**src/rtl/vip_stream_pkg.sv**
```systemverilog
// Shared types and constants for the vip_stream_out pixel stream egress block.
package vip_stream_pkg;

    typedef enum logic [0:0] {
        ST_IDLE = 1'b0,
        ST_RUN  = 1'b1
    } state_t;

    localparam int DIM_W_DEFAULT  = 11;
    localparam int DWIDTH_DEFAULT = 24;
    localparam int OUT_BUF_DEPTH  = 3;
    localparam int BUF_CNT_W      = 2;

endpackage

```
**src/rtl/vip_skid_fifo3.sv**
```systemverilog
// Three-entry register FIFO; the head entry always sits in slot 0 so the
// stream output is a plain register read.
module vip_skid_fifo3
    import vip_stream_pkg::*;
#(
    parameter int DWIDTH = DWIDTH_DEFAULT
) (
    input  logic                 clock,
    input  logic                 reset,
    input  logic                 push,
    input  logic                 pop,
    input  logic [DWIDTH-1:0]    din,
    output logic [DWIDTH-1:0]    head,
    output logic [BUF_CNT_W-1:0] count
);

    localparam logic [BUF_CNT_W-1:0] CNT_FULL = BUF_CNT_W'(OUT_BUF_DEPTH);
    localparam logic [BUF_CNT_W-1:0] CNT_ONE  = {{(BUF_CNT_W-1){1'b0}}, 1'b1};
    localparam logic [BUF_CNT_W-1:0] CNT_ZERO = {BUF_CNT_W{1'b0}};

    logic [DWIDTH-1:0]    mem_r      [OUT_BUF_DEPTH];
    logic [DWIDTH-1:0]    mem_next_s [OUT_BUF_DEPTH];
    logic [BUF_CNT_W-1:0] count_r;
    logic [BUF_CNT_W-1:0] count_next_s;
    logic [BUF_CNT_W-1:0] wr_idx_s;
    logic                 pop_ok_s;
    logic                 push_ok_s;

    // Next storage image: shift on pop, then write the new word behind the last valid entry.
    always_comb begin
        pop_ok_s   = pop && (count_r != CNT_ZERO);
        push_ok_s  = push && ((count_r != CNT_FULL) || pop_ok_s);
        mem_next_s = mem_r;
        if (pop_ok_s) begin
            for (int i = 0; i < OUT_BUF_DEPTH - 1; i++) begin
                mem_next_s[i] = mem_r[i+1];
            end
            mem_next_s[OUT_BUF_DEPTH-1] = {DWIDTH{1'b0}};
            wr_idx_s = count_r - CNT_ONE;
        end else begin
            wr_idx_s = count_r;
        end
        for (int i = 0; i < OUT_BUF_DEPTH; i++) begin
            mem_next_s[i] = (push_ok_s && (wr_idx_s == BUF_CNT_W'(i))) ? din : mem_next_s[i];
        end
        case ({push_ok_s, pop_ok_s})
            2'b10:   count_next_s = count_r + CNT_ONE;
            2'b01:   count_next_s = count_r - CNT_ONE;
            default: count_next_s = count_r;
        endcase
    end

    // Storage and occupancy registers.
    always_ff @(posedge clock) begin
        if (!reset) begin
            for (int i = 0; i < OUT_BUF_DEPTH; i++) begin
                mem_r[i] <= {DWIDTH{1'b0}};
            end
            count_r <= CNT_ZERO;
        end else begin
            mem_r   <= mem_next_s;
            count_r <= count_next_s;
        end
    end

    assign head  = mem_r[0];
    assign count = count_r;

endmodule

```
**src/rtl/vip_stream_out.sv**
```systemverilog
// Drains the pixel FIFO (1-cycle read latency) and re-emits pixels as a
// valid/ready stream with SOF/EOL/EOF markers derived from the frame geometry.
module vip_stream_out
    import vip_stream_pkg::*;
#(
    parameter int DWIDTH = DWIDTH_DEFAULT,
    parameter int DIM_W  = DIM_W_DEFAULT
) (
    input  logic              clock,
    input  logic              reset,
    input  logic              enable,
    input  logic [DIM_W-1:0]  width,
    input  logic [DIM_W-1:0]  height,
    input  logic [DIM_W-1:0]  num_frame,
    input  logic [DWIDTH-1:0] fifo_data,
    input  logic              fifo_empty,
    output logic              fifo_rdreq,
    output logic [DWIDTH-1:0] m_data,
    output logic              m_valid,
    input  logic              m_ready,
    output logic              m_sof,
    output logic              m_eol,
    output logic              m_eof,
    output logic              busy,
    output logic              run_done,
    output logic              cfg_err
);

    localparam logic [DIM_W-1:0]     DIM_ZERO  = {DIM_W{1'b0}};
    localparam logic [DIM_W-1:0]     DIM_ONE   = {{(DIM_W-1){1'b0}}, 1'b1};
    localparam logic [BUF_CNT_W:0]   OCC_LIMIT = (BUF_CNT_W+1)'(OUT_BUF_DEPTH);
    localparam logic [BUF_CNT_W-1:0] CNT_ZERO  = {BUF_CNT_W{1'b0}};

    state_t               state_r;
    state_t               state_next_s;
    logic [DIM_W-1:0]     width_r;
    logic [DIM_W-1:0]     height_r;
    logic [DIM_W-1:0]     nframe_r;
    logic [DIM_W-1:0]     rx_r;
    logic [DIM_W-1:0]     ry_r;
    logic [DIM_W-1:0]     ox_r;
    logic [DIM_W-1:0]     oy_r;
    logic [DIM_W-1:0]     fcnt_r;
    logic                 req_done_r;
    logic                 inflight_r;
    logic                 run_done_r;
    logic                 cfg_err_r;

    logic [DWIDTH-1:0]    head_s;
    logic [BUF_CNT_W-1:0] buf_count_s;
    logic [BUF_CNT_W:0]   occupancy_s;
    logic                 cfg_ok_s;
    logic                 rdreq_s;
    logic                 valid_s;
    logic                 hs_s;
    logic                 rx_last_s;
    logic                 ry_last_s;
    logic                 ox_last_s;
    logic                 oy_last_s;
    logic                 sof_s;
    logic                 eol_s;
    logic                 eof_s;
    logic                 frame_end_s;
    logic                 last_frame_s;

    vip_skid_fifo3 #(
        .DWIDTH (DWIDTH)
    ) u_buf (
        .clock (clock),
        .reset (reset),
        .push  (inflight_r),
        .pop   (hs_s),
        .din   (fifo_data),
        .head  (head_s),
        .count (buf_count_s)
    );

    // Words already in the buffer plus the one in flight bound the request,
    // so a word requested now always has a slot when it lands.
    assign cfg_ok_s     = (width != DIM_ZERO) && (height != DIM_ZERO) && (num_frame != DIM_ZERO);
    assign occupancy_s  = {1'b0, buf_count_s} + {{BUF_CNT_W{1'b0}}, inflight_r};
    assign rdreq_s      = (state_r == ST_RUN) && !fifo_empty && (occupancy_s < OCC_LIMIT) && !req_done_r;
    assign valid_s      = (buf_count_s != CNT_ZERO);
    assign hs_s         = valid_s && m_ready;
    assign rx_last_s    = (rx_r == width_r - DIM_ONE);
    assign ry_last_s    = (ry_r == height_r - DIM_ONE);
    assign ox_last_s    = (ox_r == width_r - DIM_ONE);
    assign oy_last_s    = (oy_r == height_r - DIM_ONE);
    assign sof_s        = valid_s && (ox_r == DIM_ZERO) && (oy_r == DIM_ZERO);
    assign eol_s        = valid_s && ox_last_s;
    assign eof_s        = eol_s && oy_last_s;
    assign frame_end_s  = hs_s && eof_s;
    assign last_frame_s = ((fcnt_r + DIM_ONE) == nframe_r);

    // Next-state logic.
    always_comb begin
        state_next_s = state_r;
        case (state_r)
            ST_IDLE: begin
                if (enable && cfg_ok_s) begin
                    state_next_s = ST_RUN;
                end else begin
                    state_next_s = ST_IDLE;
                end
            end
            ST_RUN: begin
                if (frame_end_s && last_frame_s) begin
                    state_next_s = ST_IDLE;
                end else begin
                    state_next_s = ST_RUN;
                end
            end
            default: state_next_s = ST_IDLE;
        endcase
    end

    // State register.
    always_ff @(posedge clock) begin
        if (!reset) begin
            state_r <= ST_IDLE;
        end else begin
            state_r <= state_next_s;
        end
    end

    // Configuration latch, request/output counters and status pulses.
    always_ff @(posedge clock) begin
        if (!reset) begin
            width_r    <= DIM_ZERO;
            height_r   <= DIM_ZERO;
            nframe_r   <= DIM_ZERO;
            rx_r       <= DIM_ZERO;
            ry_r       <= DIM_ZERO;
            ox_r       <= DIM_ZERO;
            oy_r       <= DIM_ZERO;
            fcnt_r     <= DIM_ZERO;
            req_done_r <= 1'b0;
            inflight_r <= 1'b0;
            run_done_r <= 1'b0;
            cfg_err_r  <= 1'b0;
        end else begin
            inflight_r <= rdreq_s;
            cfg_err_r  <= (state_r == ST_IDLE) && enable && !cfg_ok_s;
            run_done_r <= (state_r == ST_RUN) && frame_end_s && last_frame_s;
            case (state_r)
                ST_IDLE: begin
                    if (enable && cfg_ok_s) begin
                        width_r    <= width;
                        height_r   <= height;
                        nframe_r   <= num_frame;
                        rx_r       <= DIM_ZERO;
                        ry_r       <= DIM_ZERO;
                        ox_r       <= DIM_ZERO;
                        oy_r       <= DIM_ZERO;
                        fcnt_r     <= DIM_ZERO;
                        req_done_r <= 1'b0;
                    end
                end
                ST_RUN: begin
                    if (rdreq_s) begin
                        if (rx_last_s) begin
                            rx_r <= DIM_ZERO;
                            ry_r <= ry_r + DIM_ONE;
                            if (ry_last_s) begin
                                req_done_r <= 1'b1;
                            end
                        end else begin
                            rx_r <= rx_r + DIM_ONE;
                        end
                    end
                    // req_done is set here, so no read competes with the frame restart.
                    if (frame_end_s) begin
                        fcnt_r     <= fcnt_r + DIM_ONE;
                        rx_r       <= DIM_ZERO;
                        ry_r       <= DIM_ZERO;
                        ox_r       <= DIM_ZERO;
                        oy_r       <= DIM_ZERO;
                        req_done_r <= 1'b0;
                    end else if (hs_s) begin
                        if (ox_last_s) begin
                            ox_r <= DIM_ZERO;
                            oy_r <= oy_r + DIM_ONE;
                        end else begin
                            ox_r <= ox_r + DIM_ONE;
                        end
                    end
                end
                default: begin
                    req_done_r <= 1'b0;
                end
            endcase
        end
    end

    assign fifo_rdreq = rdreq_s;
    assign m_data     = head_s;
    assign m_valid    = valid_s;
    assign m_sof      = sof_s;
    assign m_eol      = eol_s;
    assign m_eof      = eof_s;
    assign busy       = (state_r == ST_RUN);
    assign run_done   = run_done_r;
    assign cfg_err    = cfg_err_r;

endmodule
```
**config.mk**
```make
export PLATFORM = sky130hd
export DESIGN_NAME = vip_stream_out
export DESIGN_NICKNAME = d
export VERILOG_FILES = /design/src/rtl/vip_stream_pkg.sv /design/src/rtl/vip_skid_fifo3.sv /design/src/rtl/vip_stream_out.sv
export SDC_FILE = /design/constraint.sdc
export NUM_CORES = 1
export LEC_CHECK = 0
export ABC_AREA = 0
export CORE_UTILIZATION = 25
export DETAILED_ROUTE_END_ITERATION = 8
export GPL_TIMING_DRIVEN = 0
export PLACE_DENSITY_LB_ADDON = 0.08
export SYNTH_ARGS = -nofsm -noshare
export SYNTH_HDL_FRONTEND = slang
export SYNTH_SLANG_ARGS = --single-unit
```
**constraint.sdc**
```tcl
create_clock -name clock -period 4 [get_ports clock]
set_input_delay 0.8 -clock clock [delete_from_list [all_inputs] [get_ports clock]]
set_output_delay 0.8 -clock clock [all_outputs]
set_load 0.01 [all_outputs]
```
Yosys cells after proc, flatten, opt, wreduce, memory -nomap -nowiden
Cells that the tools add are included.
- memories: 0
- bits in read-only memories: 0
- bits in writable memories: 0
- output and inout bits: 32
- bits in registers: 167
- bits in latches: 0
- divide/modulo/power cells: 0
- muxes and demuxes: 34
- shifts and indexed selects: 0
- multipliers: 0
- order comparisons: 1
- $add $sub $neg: 10
- eq/ne operators: 17
- reductions and logical operators: 44
- bitwise gates (word level): 1
- operator list (operator ; count):
    11-bit 2-to-1 mux ; 14
    11-bit one-hot mux with 2 select lines ; 5
    24-bit 2-to-1 mux ; 3
    72-bit 2-to-1 mux ; 1
    11-bit by 1-bit adder with 11-bit output (second input constant) ; 5
    11-bit == test ; 5
    11-bit nonzero test ; 3
    1-bit logical AND ; 22
    11-bit logical NOT ; 2
    11-bit by 1-bit subtractor with 11-bit output (second input constant) ; 2
    3-bit by 1-bit != test with 1-bit output (second input constant) ; 4
    2-bit nonzero test ; 5
    2-bit AND reduction ; 4
    1-bit 2-to-1 mux ; 7
    3-bit AND reduction ; 2
    2-bit by 1-bit == test with 1-bit output (second input constant) ; 2
    2-bit == test (second input constant) ; 2
    2-bit != test (second input constant) ; 2
    1-bit one-hot mux with 2 select lines ; 2
    2-bit one-hot mux with 2 select lines ; 1
    4-bit AND reduction ; 1
    2-bit by 1-bit adder with 3-bit output ; 1
    1-bit logical NOT ; 3
    3-bit by 2-bit < comparator with 1-bit output (second input constant) ; 1
    8 further kinds ; 8

Longest topological paths before layout
- depth after elaboration: 8
- mapped depth: 15

By module
From an unflattened synthesis, not the netlist that was laid out.
- cell total of the unflattened synthesis: 1168
- area total of the unflattened synthesis: 9512.9 µm²
- modules (own cells, without submodules) (module ; cells an instance ; seq. area each (µm²) ; times used ; area each (µm²)):
    vip_stream_out ; 799 ; 1861.8 ; 1 ; 6004.5
    vip_skid_fifo3 ; 369 ; 1481.4 ; 1 ; 3508.4

Least setup slack after synthesis
Ideal clock, no wire load.
- path type: register -> register
- start: register width_r[0]
- end: register rx_r[0]
- setup slack: 0.537 ns
- cell stages (with the launch flop): 15
- buffers on the path: 4
- setup time: 0.124 ns
- data required time: 3.876 ns
- arrival time: 3.339 ns
- cell sequence: dfxtp_1 -> clkbuf_1 -> inv_1 -> ha_1 -> or3b_2 -> o32a_1 -> a211o_1 -> a211oi_1 -> or4b_1 -> buf_2 -> and3_4 -> buf_6 -> buf_2 -> nand2_1 -> nor2_1
- longest elaborated chain between the ends: 7
- elaborated cells between the ends (all ways): 12
- ends and longest elaborated chain (item ; RTL line ; RTL):
    start: declaration ; vip_stream_out.sv:36 ; logic [DIM_W-1:0] width_r;
    start signal: assignment ; vip_stream_out.sv:148 ; width_r <= width;
    11-bit by 1-bit subtractor with 11-bit output * ; vip_stream_out.sv:85, vip_stream_out.sv:87 ;
    11-bit == test ; vip_stream_out.sv:87 ; assign ox_last_s = (ox_r == width_r - DIM_ONE);
    1-bit logical AND ; vip_stream_out.sv:90 ; assign eol_s = valid_s && ox_last_s;
    1-bit logical AND ; vip_stream_out.sv:91 ; assign eof_s = eol_s && oy_last_s;
    1-bit logical AND ; vip_stream_out.sv:92 ; assign frame_end_s = hs_s && eof_s;
    11-bit 2-to-1 mux or 3-bit by 2-bit != test with 1-bit output (tied branches) ; -- ;
    11-bit one-hot mux with 2 select lines or 2-bit AND reduction (tied branches) ; -- ;
    end signal: assignment ; vip_stream_out.sv:168 ; rx_r <= rx_r + DIM_ONE;
    end: declaration ; vip_stream_out.sv:39 ; logic [DIM_W-1:0] rx_r;
Mark *: on every way between the ends. The rest lies on a longest branch, timed or not. The select of a mux whose other input is x is not followed.
A chain may end at the register's enable or synchronous reset.

Worst setup path in the final report
- start: register height_r[0]
- end: register rx_r[9]
- longest elaborated chain between the ends: 6
- elaborated cells between the ends (all ways): 8
- ends and longest elaborated chain (item ; RTL line ; RTL):
    start: declaration ; vip_stream_out.sv:37 ; logic [DIM_W-1:0] height_r;
    start signal: assignment ; vip_stream_out.sv:149 ; height_r <= height;
    11-bit by 1-bit subtractor with 11-bit output * ; vip_stream_out.sv:88 ; assign oy_last_s = (oy_r == height_r - DIM_ONE);
    11-bit == test * ; vip_stream_out.sv:88 ;
    1-bit logical AND * ; vip_stream_out.sv:91 ;
    1-bit logical AND * ; vip_stream_out.sv:92 ;
    11-bit 2-to-1 mux or 3-bit by 2-bit != test with 1-bit output (tied branches) ; -- ;
    11-bit one-hot mux with 2 select lines or 2-bit AND reduction (tied branches) ; -- ;
Mark *: on every way between the ends. The rest lies on a longest branch, timed or not.

==> results.sh <==
export IMPL_max_slew_margin_pct=45.6
export IMPL_vdd_ir_drop_max_mv=0.305
export IMPL_worst_path_max_delay_cell="or4b_4"
export IMPL_antenna_left=0
export IMPL_area_growth_syn_to_layout_pct=24.6
export IMPL_cts_inserted_buffers=17
export IMPL_ys_types=71
export IMPL_grt_pass1_vias=8543
export IMPL_combPwrFrac_pct=24.1
export IMPL_cp_depth=13
export IMPL_dp_final_hpwl_um=23300
export IMPL_grt_pass1_wl_um=49500
export IMPL_netlist_instances=1181
export IMPL_finalCritPeriodShare_pct=94.7
export IMPL_r2r_start="height_r[0]"
export IMPL_placed_cells=1742
export IMPL_synth_edf_count=0
export IMPL_nFillCells=3901
export IMPL_fmax_mhz=264
export IMPL_timing_rr_end="rx_r[9]"
export IMPL_cts_sinks=167
export IMPL_cts_tree="done"
export IMPL_r2r_setup_slack_ns=0.21
export IMPL_clkTransAtPathRegs_ns=0.08
export IMPL_finalHoldViolations=0
export IMPL_maxCapViolCount=0
export IMPL_antenna_cells=0
export IMPL_syn_area_mm2=0.00936
export IMPL_p_int_mw=3.03
export IMPL_endpoint_kind="flop"
export IMPL_clock_root_buffer="clkbuf_16"
export IMPL_path_buf_inv=4
export IMPL_status="finished clean"
export IMPL_grt_max_degree=19
export IMPL_synthFlopType="dfxtp_1"
export IMPL_setup_worst_path_class="flop to flop"
export IMPL_yosysSeqAreaShare_pct=35.7
export IMPL_gp_congestion=0.824
export IMPL_first_pass_iters=5
export IMPL_port_buffers=93
export IMPL_ff2ff_path_depth=13
export IMPL_dpl_cell_area_mm2=0.0109
export IMPL_swShare_pct=34.0
export IMPL_cts_buffer_depth=2
export IMPL_row_count=70
export IMPL_final_cells=1779
export IMPL_drt_iter0_drc=464
export IMPL_required_ns=4.35
export IMPL_p_leak_nw=4.14
export IMPL_dieArea_mm2=0.0382
export IMPL_nNetsFinal=1374
export IMPL_grt_overflow_total=0
export IMPL_htreeDepth=4
export IMPL_ys_warnings_count=0
export IMPL_start_util_pct=25.5
export IMPL_clock_skew_final_ns=0.0201
export IMPL_crit_end="rx_r[9]"
export IMPL_avgSynthCellArea_um2=7.93
export IMPL_cp_data_arrival_time_ns=4.14
export IMPL_drv_slew=0
export IMPL_fin_ws_ns=0.210
export IMPL_synthArstFlopShare_pct=0
export IMPL_path_cells="inv_1 -> ha_2 -> or4b_4 -> buf_4 -> mux2i_1 -> o2111ai_1 -> a211o_1 -> or4b_1 -> buf_2 -> buf_2 -> a311oi_1 -> xnor2_1 -> nor2_1"
export IMPL_path_delay_family="simple AND/OR/NAND/NOR gates"
export IMPL_viasPerCell=4.84
export IMPL_switchingPower_mw=1.56
export IMPL_rsz0062_at_grt="no"
export IMPL_setup_viol=0
export IMPL_finalCriticalPeriod_ns=3.79
export IMPL_die_h_um=196
export IMPL_vias=8612
export IMPL_worstPathMaxFanout=10
export IMPL_place_ws_ns=-1.02
export IMPL_seqCellArea_mm2=0.00335
export IMPL_critPathLaunch="height_r[0]"
export IMPL_die_x_um=196
export IMPL_finalSetupTns_ns=0
export IMPL_antenna_found_initial=0
export IMPL_hold_path_class="flop to flop"
export IMPL_wl_per_cell_um=17.5
export IMPL_multi_input_area_mm2=0.00547
export IMPL_crit_top_cell="buf_2"
export IMPL_p_seq_share_pct=39.3
export IMPL_clkPwrFrac_pct=36.6
export IMPL_ys_ff_latch=167
export IMPL_clk_latency_ns=0.46
export IMPL_design_area_mm2=0.0117
export IMPL_drive_above_1_share_pct=9.15
export IMPL_worst_slew_pin_slew_ns=0.815
export IMPL_synth_nets=1257
export IMPL_powerDensity_mw_per_mm2=394
export IMPL_max_stage_delay_ns=0.52
export IMPL_coreArea_mm2=0.0367
export IMPL_io_pins=94
export IMPL_grtUsageTotal_pct=16.7
export IMPL_drc=0
export IMPL_power_mw=4.60
export IMPL_wl_um=31100
export IMPL_startpoint_type="flop"
[worst reg2reg max path: cells and delay by family, from the launching register on]
family,cells,cell delay (ns)
fa+ha+maj,1,0.21
compound gates,3,0.99
simple gates,3,1.08
flops,1,0.37
buf+inv,4,0.72
xor+xnor,1,0.17
mux,1,0.15
[kinds of logic (layout without fill, tap and decap cells)]
group / count (synthesis) / after routing / synth area share [%]
flops: 167 / 167 / 35.7
xor+xnor: 97 / 97 / 9.83
fa+ha+maj: 14 / 14 / 1.87
mux: 39 / 39 / 4.20
buf+inv: 144 / 274 / 7.04
simple gates: 525 / 525 / 26.5
compound gates: 195 / 195 / 14.9
[registers in the layout, indices dropped and copies added, names as in the netlist, 2 cells and up]
name / count
u_buf.mem_r: 48
u_buf.head: 24
fcnt_r: 11
height_r: 11
nframe_r: 11
ox_r: 11
oy_r: 11
rx_r: 11
ry_r: 11
width_r: 11
u_buf.count: 2
[power groups by stage]
stage | clock (mW) | combinational, mW | sequential [mW]
floorplan | 0 | 0.676 | 1.82
global route | 1.81 | 1.22 | 1.82
finish | 1.68 | 1.11 | 1.81
CTS | 1.74 | 1.12 | 1.81
detailed placement | 0 | 1.08 | 1.84
global placement | 0 | 1.08 | 1.84
[metal layers]
layer / vias to the layer above / routed length, um / GRT usage [%]
li1: 4353 / - / -
met1: 4066 / 15100 / 22.6
met2: 163 / 14400 / 27.0
met3: 30 / 1140 / 3.02
met4: 0 / 465 / 4.70
met5: - / 0 / 0
[how the worst min path moves through the flow]
| stage | slack (ns) | depth (start not counted) | end | start |
|---|---|---|---|---|
| 2_1_floorplan | 0.44 | 1 | req_done_r | req_done_r |
| 3_3_place_gp | 0.45 | 2 | u_buf.mem_r[2] | u_buf.mem_r[2] |
| 3_5_place_dp | 0.46 | 2 | u_buf.mem_r[1] | u_buf.mem_r[1] |
| 4_1_cts | 0.47 | 2 | u_buf.mem_r[1] | u_buf.mem_r[1] |
| 5_1_grt | 0.49 | 2 | u_buf.mem_r[14] | u_buf.mem_r[14] |
| 6_report | 0.47 | 2 | u_buf.mem_r[6] | u_buf.mem_r[6] |
[layout by cell type, fill, tap and decap left out, types with 10 or more instances in the layout]
| master | netlist | routed |
|---|---|---|
| or3_1 | 10 | 10 |
| nand4_1 | 18 | 18 |
| xor2_1 | 39 | 38 |
| nor3_1 | 22 | 20 |
| nand2b_1 | 16 | 16 |
| a311oi_1 | 54 | 53 |
| dfxtp_1 | 167 | 163 |
| nor2_1 | 146 | 144 |
| a31oi_1 | 14 | 14 |
| a21oi_1 | 51 | 51 |
| nor4_1 | 18 | 15 |
| nand2_1 | 174 | 173 |
| inv_1 | 27 | 26 |
| clkdlybuf4s50_1 | 0 | 91 |
| clkbuf_16 | 0 | 17 |
| xnor2_1 | 53 | 53 |
| and3_1 | 15 | 15 |
| ha_1 | 14 | 12 |
| nand3_1 | 52 | 52 |
| and2_1 | 11 | 11 |
| buf_4 | 24 | 34 |
| clkbuf_1 | 78 | 69 |
| o21ai_0 | 18 | 17 |
| mux2i_1 | 37 | 37 |
[area by class of cell]
cell class | instances | share of cell area, %
buffer | 111 | 4.87
clock buffer | 18 | 3.68
clock inverter | 14 | 1.30
inverter | 28 | 0.901
multi-input combinational | 870 | 46.9
sequential | 167 | 28.7
tap | 468 | 5.02
timing repair buffer | 103 | 8.60
[synth_stat cells, types with 8 or more instances]
cell type | instances | area share, %
a21oi_1 | 51 | 2.7
a311oi_1 | 54 | 5.1
a31oi_1 | 14 | 0.94
and2_1 | 11 | 0.73
and3_1 | 15 | 1.0
buf_4 | 24 | 1.9
clkbuf_1 | 78 | 3.1
dfxtp_1 | 167 | 36
ha_1 | 14 | 1.9
inv_1 | 27 | 1.1
mux2i_1 | 37 | 4.0
nand2_1 | 174 | 7.0
nand2b_1 | 16 | 1.1
nand3_1 | 52 | 2.8
nand4_1 | 18 | 1.2
nor2_1 | 146 | 5.9
nor3_1 | 22 | 1.2
nor4_1 | 18 | 1.2
o21ai_0 | 18 | 0.96
o22ai_1 | 8 | 0.53
or3_1 | 10 | 0.67
xnor2_1 | 53 | 5.0
xor2_1 | 39 | 3.6
[repair_timing]
item                                    in CTS  in global routing
pin swaps                                    7                  1
buffers inserted                             9                  1
endpoints found under the setup margin      74                 35
resized for setup                           34                 12
hold buffers                                 0                  0
[stage by stage]
stage | hold WS, ns | util (%)
after floorplan | 0.442 | -
after global placement | 0.454 | 29.6
after detailed placement | 0.460 | 29.6
after CTS | 0.473 | 31.7
after global routing | 0.489 | 31.8
final | 0.470 | 31.8
Note: power is estimated with default switching activity, not from simulation.
